===== config.mk =====
export PLATFORM = sky130hd
export DESIGN_NAME = prim_fifo_burst_reader
export DESIGN_NICKNAME = d
export VERILOG_FILES = /design/src/rtl/prim_fifo_burst_reader.sv
export SDC_FILE = /design/constraint.sdc
export NUM_CORES = 1
export LEC_CHECK = 0
export CAP_MARGIN = 10
export CORE_UTILIZATION = 40
export CTS_BUF_LIST = sky130_fd_sc_hd__clkbuf_8
export CTS_CLUSTER_DIAMETER = 100
export DETAILED_ROUTE_END_ITERATION = 8
export GPL_ROUTABILITY_DRIVEN = 0
export GPL_TIMING_DRIVEN = 1
export PLACE_DENSITY = 0.79
export REMOVE_ABC_BUFFERS = 1
export SYNTH_ARGS = -nofsm -noshare
export SYNTH_HDL_FRONTEND = slang
export SYNTH_SLANG_ARGS = --single-unit
export TNS_END_PERCENT = 5

===== constraint.sdc =====
create_clock -name clk_i -period 2.5 [get_ports clk_i]
set_clock_uncertainty 0.15 [all_clocks]
set_input_delay 0.25 -clock clk_i [delete_from_list [all_inputs] [get_ports clk_i]]
set_output_delay 0.25 -clock clk_i [all_outputs]
set_load 0.05 [all_outputs]

===== src/rtl/prim_fifo_burst_reader.sv =====
// Burst reader for a valid/ready FIFO: pops entries and emits bounded
// bursts with a last marker, starting early on full depth, late on timeout/flush.
// Ports:
//   clk_i, rst_i (async, active-high), clr_i (sync clear), flush_i
//   fifo_rvalid_i, fifo_rready_o, fifo_rdata_i, fifo_depth_i : FIFO read side
//   out_valid_o, out_ready_i, out_data_o, out_last_o         : beat output
//   burst_len_o : length of current burst, busy_o : activity flag
module prim_fifo_burst_reader #(
    parameter int Width         = 16,
    parameter int Depth         = 4,
    parameter int BurstLen      = 4,
    parameter int TimeoutCycles = 16,
    localparam int DepthW = ((Depth + 1) == 1) ? 1 : $clog2(Depth + 1),
    localparam int LenW   = ($clog2(BurstLen + 1) < 1) ? 1
                                                        : $clog2(BurstLen + 1),
    localparam int TimerW = ($clog2(TimeoutCycles) < 1) ? 1
                                                        : $clog2(TimeoutCycles)
) (
    input  logic              clk_i,
    input  logic              rst_i,
    input  logic              clr_i,
    input  logic              flush_i,
    input  logic              fifo_rvalid_i,
    output logic              fifo_rready_o,
    input  logic [Width-1:0]  fifo_rdata_i,
    input  logic [DepthW-1:0] fifo_depth_i,
    output logic              out_valid_o,
    input  logic              out_ready_i,
    output logic [Width-1:0]  out_data_o,
    output logic              out_last_o,
    output logic [LenW-1:0]   burst_len_o,
    output logic              busy_o
);

    typedef enum logic [1:0] {
        IDLE,
        WAIT,
        BURST
    } state_e;

    localparam logic [DepthW-1:0] BurstLenD = DepthW'(BurstLen);
    localparam logic [LenW-1:0]   BurstLenL = LenW'(BurstLen);
    localparam logic [TimerW-1:0] TimerLast = TimerW'(TimeoutCycles - 1);

    state_e             state_q, state_d;
    logic [TimerW-1:0]  timer_q, timer_d;
    logic [LenW-1:0]    remaining_q, remaining_d;
    logic               out_valid_d;
    logic [Width-1:0]   out_data_d;
    logic               out_last_d;
    logic [LenW-1:0]    burst_len_d;

    logic               depth_full;
    logic [LenW-1:0]    clamp_len;
    logic               pop;
    logic               accept;

    assign depth_full = fifo_depth_i >= BurstLenD;
    // Below BurstLen the depth always fits in LenW bits.
    assign clamp_len  = depth_full ? BurstLenL : LenW'(fifo_depth_i);

    // The output register may be refilled in the same cycle it drains.
    assign pop = (state_q == BURST) && (remaining_q != '0) &&
                 fifo_rvalid_i && (!out_valid_o || out_ready_i);
    assign accept = out_valid_o && out_ready_i;

    assign fifo_rready_o = pop;
    assign busy_o        = (state_q != IDLE) || out_valid_o;

    always_comb begin
        state_d     = state_q;
        timer_d     = timer_q;
        remaining_d = remaining_q;
        out_valid_d = out_valid_o;
        out_data_d  = out_data_o;
        out_last_d  = out_last_o;
        burst_len_d = burst_len_o;

        if (clr_i) begin
            state_d     = IDLE;
            timer_d     = '0;
            remaining_d = '0;
            out_valid_d = 1'b0;
            out_data_d  = '0;
            out_last_d  = 1'b0;
            burst_len_d = '0;
        end else begin
            unique case (state_q)
                IDLE: begin
                    if (depth_full) begin
                        state_d     = BURST;
                        remaining_d = BurstLenL;
                        burst_len_d = BurstLenL;
                    end else if (fifo_rvalid_i) begin
                        state_d = WAIT;
                        timer_d = '0;
                    end
                end
                WAIT: begin
                    if (depth_full || flush_i || (timer_q == TimerLast)) begin
                        // rvalid with zero depth (pass-through FIFO) has
                        // nothing countable to burst, so give up.
                        if (clamp_len == '0) begin
                            state_d = IDLE;
                        end else begin
                            state_d     = BURST;
                            remaining_d = clamp_len;
                            burst_len_d = clamp_len;
                        end
                    end else begin
                        timer_d = timer_q + TimerW'(1);
                    end
                end
                BURST: begin
                    if (pop) begin
                        out_data_d  = fifo_rdata_i;
                        out_valid_d = 1'b1;
                        out_last_d  = (remaining_q == LenW'(1));
                        remaining_d = remaining_q - LenW'(1);
                    end else if (accept) begin
                        out_valid_d = 1'b0;
                    end
                    // remaining is zero here, so no pop competes.
                    if (accept && out_last_o) begin
                        state_d     = IDLE;
                        out_valid_d = 1'b0;
                    end
                end
                default: begin
                    state_d = IDLE;
                end
            endcase
        end
    end

    always_ff @(posedge clk_i or posedge rst_i) begin
        if (rst_i) begin
            state_q     <= IDLE;
            timer_q     <= '0;
            remaining_q <= '0;
            out_valid_o <= 1'b0;
            out_data_o  <= '0;
            out_last_o  <= 1'b0;
            burst_len_o <= '0;
        end else begin
            state_q     <= state_d;
            timer_q     <= timer_d;
            remaining_q <= remaining_d;
            out_valid_o <= out_valid_d;
            out_data_o  <= out_data_d;
            out_last_o  <= out_last_d;
            burst_len_o <= burst_len_d;
        end
    end

endmodule

==> impl_metrics.json <==
{
  "status": "finished, final reports clean",
  "clk_pin_slew_ns": 0.07,
  "cts_hold_buf": 0,
  "r2r_cells": 6,
  "ctsResizeCount": 0,
  "instances_no_fill": 282,
  "fmax_mhz": 423,
  "clock_sinks": 30,
  "hp-class": "in2async",
  "p_per_area_nw_per_um2": 754,
  "numCtsBuffers": 5,
  "postCtsSetupRepairBufs": 0,
  "areaGrowthSynthToFinish_pct": 39.7,
  "syn_inst": 181,
  "cp.depth": 4,
  "multiInputGateArea_um2": 826,
  "clock_latency_ns": 0.28,
  "fin_setup_tns_ns": 0,
  "rr_startpoint": "state_q[1]",
  "vias": 1499,
  "drt_wl_total_um": 3930,
  "final_max_slew_viol_count": 0,
  "route.detailed.drc": 0,
  "vdd_drop_max_mv": 0.335,
  "yosys_warnings": 0,
  "cts_tree": "yes",
  "relSlewSlack_pct": 65.6,
  "fill_cells": 370,
  "finalSetupViolCount": 0,
  "ys_seq_area_share_pct": 45.0,
  "cts_max_level": 2,
  "drive_gt1_share_pct": 11.2,
  "post-route-min-period_ns": 2.36,
  "synth-edff-count": 0,
  "critical_path_class": "reg2out",
  "final_antenna_net_count": 0,
  "die_w_um": 66.6,
  "via_per_inst": 5.32,
  "finalHoldViolations": 0,
  "start_util_pct": 41.7,
  "end_kind": "output port",
  "crit_chain": "inv_1 -> ha_1 -> nand2b_1 -> clkdlybuf4s50_1",
  "netlist_area_um2": 1670,
  "swShare_pct": 33.2,
  "finalCritPeriodShare_pct": 94.6,
  "seqPwrFrac_pct": 31.3,
  "synth-seq-cells": 30,
  "power_frac_comb_pct": 33.8,
  "cts_buffer_depth": 2,
  "grt_max_degree": 31,
  "grt_pass1_vias": 1364,
  "crit_slowest_cell": "clkdlybuf4s50_1",
  "critPathTopFamily": "buffers and inverters",
  "ys_types": 42,
  "leakagePower_nw": 0.929,
  "core-area_um2": 4000,
  "dieArea_um2": 4430,
  "drt_iter0_markers": 97,
  "n_antenna_cell": 0,
  "avgRoutedWirePerCell_um": 13.9,
  "detailed_place_hpwl_um": 2750,
  "antenna_found_initial": 0,
  "grt_overflow": 0,
  "internal-power_mw": 1.17,
  "r2r_setup_slack_ns": 0.45,
  "crit_fanout": 10,
  "root_buffer": "clkbuf_8",
  "crit_end": "busy_o",
  "pin_count": 48,
  "p_sw_mw": 0.584,
  "ys_async_sr_fraction_pct": 100,
  "r2r_end": "remaining_q[0]",
  "rsz0062_at_grt": "no",
  "cp-startpoint": "state_q[0]",
  "firstDrtPassIters": 4,
  "p_clk_share_pct": 34.8,
  "row_count": 23,
  "synthFlopType": "dfrtp_1",
  "die_y_um": 66.6,
  "maxCapViolations": 0,
  "grt_pass1_wl_um": 6190,
  "critPathMaxStageDelay_ns": 0.81,
  "worstPathArrival_ns": 1.96,
  "avgSynthCellArea_um2": 9.22,
  "grt_usage_pct": 18.3,
  "dp_cells": 274,
  "start_kind": "flip-flop",
  "path_buf_inv": 2,
  "required_ns": 2.10,
  "utilization_pct": 58.3,
  "port_buffers": 47,
  "fin_nets": 263,
  "worst-slew-pin-transition_ns": 0.514,
  "register_area_um2": 751
}
## cell usage in the layout, fill, tap and decap left out, types with 2 or more instances in the layout
cell,synthesis,layout
a21oi_2,10,10
o41ai_1,2,2
a221o_1,2,2
inv_1,8,8
nand2_1,46,46
nand2b_1,3,3
clkdlybuf4s50_1,0,46
ha_1,7,7
nor2b_1,5,5
a211oi_1,5,5
o211ai_1,2,2
buf_4,0,4
nor2_1,5,5
dfrtp_1,30,30
clkbuf_8,0,6
nand3_1,2,2
mux2i_1,3,3
o21ai_0,9,9
bufinv_16,0,2
a21oi_1,11,11
nand3b_1,2,2
## registers in the layout, indices dropped and copies added, names as in the netlist
name         count
out_valid_o      1
out_data_o      16
remaining_q      3
timer_q          4
burst_len_o      3
out_last_o       1
state_q          2
## worst reg2reg max path, cell delays in order, from the launching register on
cell	delay (ns)
dfrtp_1	0.39
inv_1	0.09
ha_1	0.39
nor3b_1	0.30
o21a_1	0.25
a211oi_1	0.07
a221o_1	0.30
## kinds of logic after synthesis
| family | synth area share [%] |
|---|---|
| adder cells (fa/ha/maj) | 5.25 |
| multiplexers | 1.80 |
| AND/OR/NAND/NOR | 19.0 |
| buffers and inverters | 5.55 |
| AO/OA/AOI/OAI | 23.4 |
| flip-flops | 45.0 |
## per-stage QoR
stage          setup WS, ns  area [µm²]  power (mW)  hold slack [ns]
5_1_grt              0.0381        2330        1.85            0.260
2_1_floorplan         0.317        1620       0.952            0.156
3_5_place_dp          0.425        2190        1.15            0.358
3_3_place_gp          0.463        2190        1.14            0.348
4_1_cts               0.111        2330        1.77            0.211
6_report              0.136        2330        1.76            0.204
## cells in the mapped netlist (2+ instances only)
cell type	n	area share [%]
nand2_1	46	10
inv_1	8	1.8
mux2i_1	3	1.8
nand3b_1	2	0.90
o211ai_1	2	0.90
a221o_1	2	1.2
nand3_1	2	0.60
nor2_1	5	1.1
ha_1	7	5.2
nor2b_1	5	1.9
a21oi_2	10	5.2
dfrtp_1	30	45
buf_2	4	1.2
a21oi_1	11	3.3
clkbuf_1	2	0.45
a211oi_1	5	2.2
nand2b_1	3	1.1
o21ai_0	9	2.7
o41ai_1	2	1.0
## power by group through the flow
stage | registers (mW) | logic [mW] | clock network, mW
3_3_place_gp | 0.558 | 0.582 | 0
4_1_cts | 0.551 | 0.595 | 0.627
5_1_grt | 0.556 | 0.647 | 0.650
6_report | 0.551 | 0.595 | 0.613
2_1_floorplan | 0.621 | 0.331 | 0
3_5_place_dp | 0.559 | 0.591 | 0
## worst min-delay path by stage
| stage | startpoint | to | slack [ns] | cells past startpoint |
|---|---|---|---|---|
| 2_1_floorplan | clr_i | out_data_o[0] | 0.16 | 1 |
| 3_3_place_gp | remaining_q[1] | remaining_q[1] | 0.35 | 1 |
| 3_5_place_dp | timer_q[3] | timer_q[3] | 0.36 | 1 |
| 4_1_cts | rst_i | out_data_o[2] | 0.21 | 3 |
| 5_1_grt | rst_i | out_data_o[14] | 0.26 | 3 |
| 6_report | rst_i | out_data_o[7] | 0.20 | 3 |
## routing by layer
metal / vias to the layer above / GRT usage [%] / share of wire (%)
li1: 738 / - / -
met1: 708 / 23.9 / 44
met2: 47 / 30.1 / 50
met3: 6 / 3.08 / 4.7
met4: 0 / 6.65 / 1.3
met5: - / 0 / 0
## cell type report
type | instances | share of cell area (%)
Inverter | 9 | 1.66
Clock inverter | 2 | 2.58
Sequential cell | 30 | 32.2
Tap cell | 50 | 2.68
Clock buffer | 6 | 3.54
Timing Repair Buffer | 51 | 21.9
Multi-Input combinational cell | 134 | 35.4
Note: power is estimated with default switching activity, not from simulation.
